--- config.mk ---
export PLATFORM = sky130hd
export DESIGN_NAME = fifo_wr_arbiter
export DESIGN_NICKNAME = d
export VERILOG_FILES = /design/src/rtl/fifo_wr_arbiter.sv
export SDC_FILE = /design/constraint.sdc
export NUM_CORES = 1
export LEC_CHECK = 0
export CORE_MARGIN = 3
export CORE_UTILIZATION = 45
export DETAILED_ROUTE_END_ITERATION = 12
export DONT_BUFFER_PORTS = 1
export PLACE_DENSITY_LB_ADDON = 0.1
export SLEW_MARGIN = 20
export SYNTH_ARGS = -nofsm -noshare
export SYNTH_HDL_FRONTEND = slang
export SYNTH_SLANG_ARGS = --single-unit
--- constraint.sdc ---
create_clock -name clk -period 2.3 [get_ports clk]
set_input_delay 0.46 -clock clk [delete_from_list [all_inputs] [get_ports clk]]
set_output_delay 0.46 -clock clk [all_outputs]
set_load 0.005 [all_outputs]
--- src/rtl/fifo_wr_arbiter.sv ---
// Round-robin arbiter that shares one syn_FIFO write port among NUM_REQ producers.
// Bursts are capped at MAX_BURST writes. Define FIFO_ARB_STATS_EN to add the write and stall counters.
module fifo_wr_arbiter #(
  parameter int DATA_WIDTH = 8,
  parameter int NUM_REQ    = 4,
  parameter int MAX_BURST  = 4
) (
  input  logic                          clk,
  input  logic                          rst,
  input  logic [NUM_REQ-1:0]            req,
  input  logic [NUM_REQ*DATA_WIDTH-1:0] req_data,
  input  logic                          fifo_full,
  output logic [NUM_REQ-1:0]            grant,
  output logic [NUM_REQ-1:0]            ack,
  output logic                          fifo_w_en,
  output logic [DATA_WIDTH-1:0]         fifo_w_data,
`ifdef FIFO_ARB_STATS_EN
  output logic [NUM_REQ*16-1:0]         stat_writes,
  output logic [15:0]                   stat_stall,
`endif
  output logic                          busy
);
  localparam int IW = $clog2(NUM_REQ);
  localparam int BW = $clog2(MAX_BURST + 1);

  typedef enum logic {IDLE, OWN} state_t;

  state_t         state;
  logic [IW-1:0]  owner, last_owner, base, sel;
  logic [BW-1:0]  burst_cnt;
  logic           any_req, found, wr, burst_end;
  int             idx;

  // Rotating priority scan: the slot after `base` goes first and `base` itself goes last.
  always_comb begin
    base    = (state == OWN) ? owner : last_owner;
    sel     = base;
    found   = 1'b0;
    idx     = 0;
    any_req = |req;
    for (int i = 1; i <= NUM_REQ; i++) begin
      idx = int'(base) + i;
      if (idx >= NUM_REQ) idx = idx - NUM_REQ;
      if (!found && req[idx]) begin
        sel   = IW'(idx);
        found = 1'b1;
      end
    end
  end

  // A synchronous reset still blocks the write in the cycle it is asserted.
  assign wr        = (state == OWN) && req[owner] && !fifo_full && !rst;
  assign burst_end = wr && (burst_cnt == BW'(MAX_BURST - 1));
  assign fifo_w_en = wr;
  assign busy      = (state != IDLE);

  always_comb begin
    ack = '0;
    if (wr) ack[owner] = 1'b1;
    fifo_w_data = '0;
    if (state == OWN && !rst)
      fifo_w_data = req_data[int'(owner)*DATA_WIDTH +: DATA_WIDTH];
  end

  always_ff @(posedge clk) begin
    if (rst) begin
      state      <= IDLE;
      grant      <= '0;
      owner      <= '0;
      burst_cnt  <= '0;
      last_owner <= IW'(NUM_REQ - 1);
    end else begin
      case (state)
        IDLE: if (any_req) begin
          state     <= OWN;
          owner     <= sel;
          burst_cnt <= '0;
          grant     <= '0;
          grant[sel] <= 1'b1;
        end
        OWN: if (!req[owner] || burst_end) begin
          last_owner <= owner;
          burst_cnt  <= '0;
          grant      <= '0;
          if (any_req) begin
            owner      <= sel;
            grant[sel] <= 1'b1;
          end else begin
            state <= IDLE;
          end
        end else if (wr) begin
          burst_cnt <= burst_cnt + 1'b1;
        end
        default: state <= IDLE;
      endcase
    end
  end

`ifdef FIFO_ARB_STATS_EN
  always_ff @(posedge clk) begin
    if (rst) begin
      stat_writes <= '0;
      stat_stall  <= '0;
    end else begin
      for (int i = 0; i < NUM_REQ; i++)
        if (ack[i] && stat_writes[i*16 +: 16] != 16'hFFFF)
          stat_writes[i*16 +: 16] <= stat_writes[i*16 +: 16] + 16'd1;
      if (state == OWN && req[owner] && fifo_full && stat_stall != 16'hFFFF)
        stat_stall <= stat_stall + 16'd1;
    end
  end
`endif
endmodule

==> flow_summary.toml, run 1 <==
[run_status]
status = "complete, no violations"

[detailed_routing]
firstDrtPassIters = 4
wl_per_cell_um = 16.5
ant_nets = 0
drt-initial-drc-count = 18
vias = 813
drc = 0
wl_mm = 2.20
avgViaCountPerCell = 6.11

[logic_synthesis]
synth.area.top_cells = "dfxtp_1 (25%), mux4_2 (21%), nor2b_1 (6.4%), nor2_1 (3.5%), mux2_2 (3.5%)"
post_synth_num_cell_types = 33
synth-async-reset-ratio_pct = 0
yosysWarnings = 0
synthFlopType = "dfxtp_1"
postSynthAreaPerCell_sq_um = 9.49
synth_commonest_cells = "dfxtp_1 (12), nor2b_1 (10), mux4_2 (9), nor2_1 (9)"
yosysSeqAreaShare_pct = 24.6
yosys.area.top_type = "dfxtp_1"
netlist_instances = 103
yosysMostFrequentCell = "dfxtp_1"
ys_seq_elements = 12
netlist_area_sq_um = 977
synth_edf_count = 0
syn_nets = 144
synth_top_cell_area_share_pct = 24.6

[cts]
ctsHoldBuffers = 0
cts-root-buf = "clkbuf_4"
cts_tree = "built"
cts.sinks = 12
cts_setup_buffers = 0
insertion_delay_ns = 0.27
cts_buffers = 3
clk_pin_slew_worst_paths_ns = 0.08
htree_levels = 1
max-clock-path-buffers = 2

[power]
swShare_pct = 31.0
power_density_mw_per_mm2 = 639
p_seq_share_pct = 37.3
pwr-share-comb_pct = 37.4
power.internal_mw = 0.466
ir_worst_vdd_mv = 0.363
fin_total_pwr_mw = 0.675
power.share.clock_pct = 25.3
power.leakage_nw = 0.376
p_sw_mw = 0.209

[timing]
tightestPinTransition_ns = 0.550
relSlewSlack_pct = 63.0
fin_crit_sh_pct = 92.0
timing.final.hold_violations = 0
finalClockSkew_ns = 0.00151
fmax_mhz = 473
fin_crit_ns = 2.12
setup_viol = 0
holdWs_ns = 0.246
tns_ns = 0
rsz0062_at_grt = "false"
slew_viol_final = 0

[job]
maxCapViolations = 0

[global_route]
antenna_found_initial = 0
grt_pass1_vias = 731
grt_first_pass_wirelength_mm = 3.29
grt_start_max_net_pins = 17
grt_overflow = 0
grtUsageTotal_pct = 15.8

[worst_hold_path]
hold-path-cell-count = 1
holdPathEnd = "burst_cnt[1]"
min_path_type = "input pin to register"
hold_start = "rst"

[critical_path]
slowest_delay_ns = 0.64
worst_setup_path_start_kind = "register"
reg2reg_from = "busy"
cp.required_ns = 1.84
critPathKind = "register to primary output"
critPathArrivalTime_ns = 1.66
cp_cell_sequence = "nand2b_1, nor3b_2, nor3b_1"
crit_path_max_fanout = 13
r2r_cells = 5
crit_path_end_kind = "primary output"
worst_r2r_endpoint = "grant[1]"
reg2reg_slack_ns = 0.30
slowest_stage = "dfxtp_1"

[floorplanning]
initial_core_util_pct = 48.8
die_h_um = 52.6
coreArea_sq_mm = 0.00200
rows = 16
fp.dieW_um = 52.6
die_area_sq_mm = 0.00277
pin_count = 57

[place]
gp_congestion = 0.710
dp_hpwl_mm = 1.75
postPlaceCellArea_sq_mm = 0.00101
port_buffers = 0

[finish]
area_delta_synth_final_pct = 8.07
regArea_sq_um = 240
diodes = 0
num-nets-final = 148
multi_input_area_sq_um = 686
fill_cells = 179
stdcell_area_sq_mm = 0.00106
drive_above_1_share_pct = 23.6
==> timing repair <==
| action | 4_1_cts | 5_1_grt |
|---|---|---|
| gates resized for setup | 0 | 1 |
| hold endpoints to repair | 0 | 0 |
| setup endpoints to repair | 0 | 5 |
==> power groups by stage <==
stage | clock network (mW) | registers, mW | logic [mW]
floorplan | 0 | 0.248 | 0.224
global placement | 0 | 0.256 | 0.250
detailed placement | 0 | 0.257 | 0.252
CTS | 0.176 | 0.252 | 0.253
global route | 0.184 | 0.255 | 0.279
finish | 0.171 | 0.252 | 0.253
==> sequential cells by signal (all words and copies together) (netlist names) <==
signal and cells:
last_owner 2, owner 2, grant 4, busy 1
burst_cnt 3
==> per-stage QoR <==
step,util [%],setup WS (ns),std cells
6_report,52.8,0.184,133
5_1_grt,52.8,0.0129,133
4_1_cts,52.5,0.0476,133
3_5_place_dp,50.7,0.324,129
3_3_place_gp,50.7,0.351,129
2_1_floorplan,-,0.337,103
==> worst max-delay path by stage <==
stage | from | end | depth (start not counted)
finish | busy | ack[0] | 3
global placement | req[1] | ack[0] | 3
CTS | busy | ack[0] | 3
floorplan | owner[0] | ack[0] | 4
detailed placement | req[1] | ack[0] | 3
global route | busy | ack[0] | 3
==> cell families after synthesis <==
group                      share of synthesized area, %
DFF                                                24.6
muxes                                              27.3
buffers and inverters                              5.76
and+or+nand+nor                                    21.9
adders and majority gates                          2.56
AOI/OAI and AO/OA                                  17.9
==> layout make-up <==
type | instances | share of cell area, %
Multi-Input combinational cell | 79 | 64.9
Timing Repair Buffer | 5 | 3.55
Tap cell | 27 | 3.20
Inverter | 6 | 2.13
Clock buffer | 4 | 3.44
Sequential cell | 12 | 22.7
==> critical path, delay by kind of cell, from the launching register on <==
| kind | cells | cell delay [ns] |
|---|---|---|
| flip-flops | 1 | 0.64 |
| AND/OR/NAND/NOR | 3 | 0.75 |
==> layout by cell type, fill, tap and decap left out, types with 2 or more instances in the layout <==
cell,Yosys,routed
dfxtp_1,12,12
nor2b_1,10,10
mux4_2,9,9
nor2_1,9,9
inv_1,6,6
nand2_1,6,6
a21oi_1,5,5
buf_4,0,5
mux2_2,3,3
mux2i_1,3,3
nor3_1,3,3
a32o_1,3,3
a211oi_1,3,3
clkbuf_4,0,3
nand2b_1,2,2
and3_1,2,2
a211o_1,2,2
or3_1,2,2
o32ai_1,2,2
ha_1,2,2
==> routing by layer <==
layer | GRT usage (%) | share of wire, %
met1 | 20.0 | 41
met2 | 25.8 | 48
met3 | 2.56 | 10
met4 | 7.66 | 0.91
met5 | 0 | 0
(Power assumes the default switching activity.)
==> run 2: changes to the inputs <==
- MAX_ROUTING_LAYER: default -> met4
==> flow_summary.toml, run 2 (same netlist as run 1, synthesis figures left out) <==
[run_status]
status = "complete, no violations"

[finish]
fin_cells = 133
drive_above_1_share_pct = 23.6
fill_cells = 179
largest_reg_flops = 4
diodes = 0
num-nets-final = 148
final_cell_mix = "dfxtp_1 (12), nor2b_1 (10), mux4_2 (9), nor2_1 (9)"
reg_top3 = "grant (4), burst_cnt (3)"
largest_register = "grant"
area_delta_synth_final_pct = 8.07
layout.cells.most_common = "dfxtp_1"

[timing]
timing.final.hold_violations = 0
holdWs_ns = 0.246
slew_viol_final = 0
relSlewSlack_pct = 63.1
finalClockSkew_ns = 0.000776
fin_crit_sh_pct = 92.0
tightestPinTransition_ns = 0.549
setup_viol = 0
tns_ns = 0
rsz0062_at_grt = "false"
fmax_mhz = 473
fin_crit_ns = 2.12

[floorplanning]
rows = 16
fp.dieW_um = 52.6
die_h_um = 52.6
die_area_sq_mm = 0.00277
initial_core_util_pct = 48.8
pin_count = 57
coreArea_sq_mm = 0.00200

[power]
pwr-share-comb_pct = 37.4
power.internal_mw = 0.466
p_seq_share_pct = 37.2
ir_worst_vdd_mv = 0.364
power.share.clock_pct = 25.3
p_sw_mw = 0.210
power_density_mw_per_mm2 = 640
fin_total_pwr_mw = 0.676
swShare_pct = 31.1
power.leakage_nw = 0.376

[critical_path]
crit_path_end_kind = "primary output"
cp.required_ns = 1.84
worst_setup_path_start_kind = "register"
critPathArrivalTime_ns = 1.66
crit_path_max_fanout = 13
critPathKind = "register to primary output"

[global_route]
grtUsageTotal_pct = 16.3
antenna_found_initial = 0
grt_overflow = 0
grt_start_max_net_pins = 17
grt_first_pass_wirelength_mm = 3.30
grt_pass1_vias = 733

[detailed_routing]
avgViaCountPerCell = 6.12
wl_mm = 2.21
ant_nets = 0
drc = 0
vias = 814
wl_per_cell_um = 16.6
drt-initial-drc-count = 18
firstDrtPassIters = 4

[cts]
clk_pin_slew_worst_paths_ns = 0.08
cts_setup_buffers = 0
ctsHoldBuffers = 0
cts_buffers = 3
cts_tree = "built"
insertion_delay_ns = 0.27
cts-root-buf = "clkbuf_4"
cts.sinks = 12
htree_levels = 1
max-clock-path-buffers = 2

[place]
port_buffers = 0
gp_congestion = 0.718
dp_hpwl_mm = 1.75
placed_cells = 129

[worst_hold_path]
min_path_type = "input pin to register"

[job]
maxCapViolations = 0
## run 2: critical path, cell delays in order, from the launching register on
cell      delay (ns)
dfxtp_1         0.64
nand2b_1        0.16
nor3b_2         0.31
nor3b_1         0.28
## run 2: cell type report
class                           count  area, sq um  share of cell area, %
Sequential cell                    12          240                   22.7
Multi-Input combinational cell     79          686                   64.9
Tap cell                           27         33.8                   3.20
Timing Repair Buffer                5         37.5                   3.55
Inverter                            6         22.5                   2.13
Clock buffer                        4         36.3                   3.44
## run 2: power by group through the flow
stage | logic (mW) | registers, mW | clock network [mW]
2_1_floorplan | 0.224 | 0.248 | 0
3_3_place_gp | 0.250 | 0.256 | 0
3_5_place_dp | 0.252 | 0.257 | 0
4_1_cts | 0.253 | 0.252 | 0.176
5_1_grt | 0.279 | 0.255 | 0.184
6_report | 0.253 | 0.252 | 0.171
## run 2: layer usage
metal	global-route usage, %	vias up	routed length (um)
met2	25.8	49	1050
li1	-	395	-
met3	2.28	2	221
met1	20.2	368	917
met4	7.66	0	20
met5	-	-	0
## run 2: what timing repair did
| item | 4_1_cts | 5_1_grt |
|---|---|---|
| setup endpoints to repair | 0 | 5 |
| gates resized for setup | 0 | 1 |
| hold endpoints to repair | 0 | 0 |
## run 2: worst paths after layout
kind / from / to / slack [ns] / cells past startpoint
worst max-delay path: busy / ack[0] / 0.18 / 3
worst min-delay path: rst / burst_cnt[1] / 0.25 / 1
worst max register to register: busy / grant[1] / 0.30 / 5
worst min register to register: burst_cnt[2] / burst_cnt[2] / 0.45 / 2
## run 2: per-stage QoR
step / utilization (%) / setup WS, ns / instance area (sq um)
floorplan: - / 0.337 / 977
global placement: 50.7 / 0.351 / 1010
detailed placement: 50.7 / 0.324 / 1010
CTS: 52.5 / 0.0476 / 1050
global route: 52.8 / 0.0129 / 1060
finish: 52.8 / 0.184 / 1060
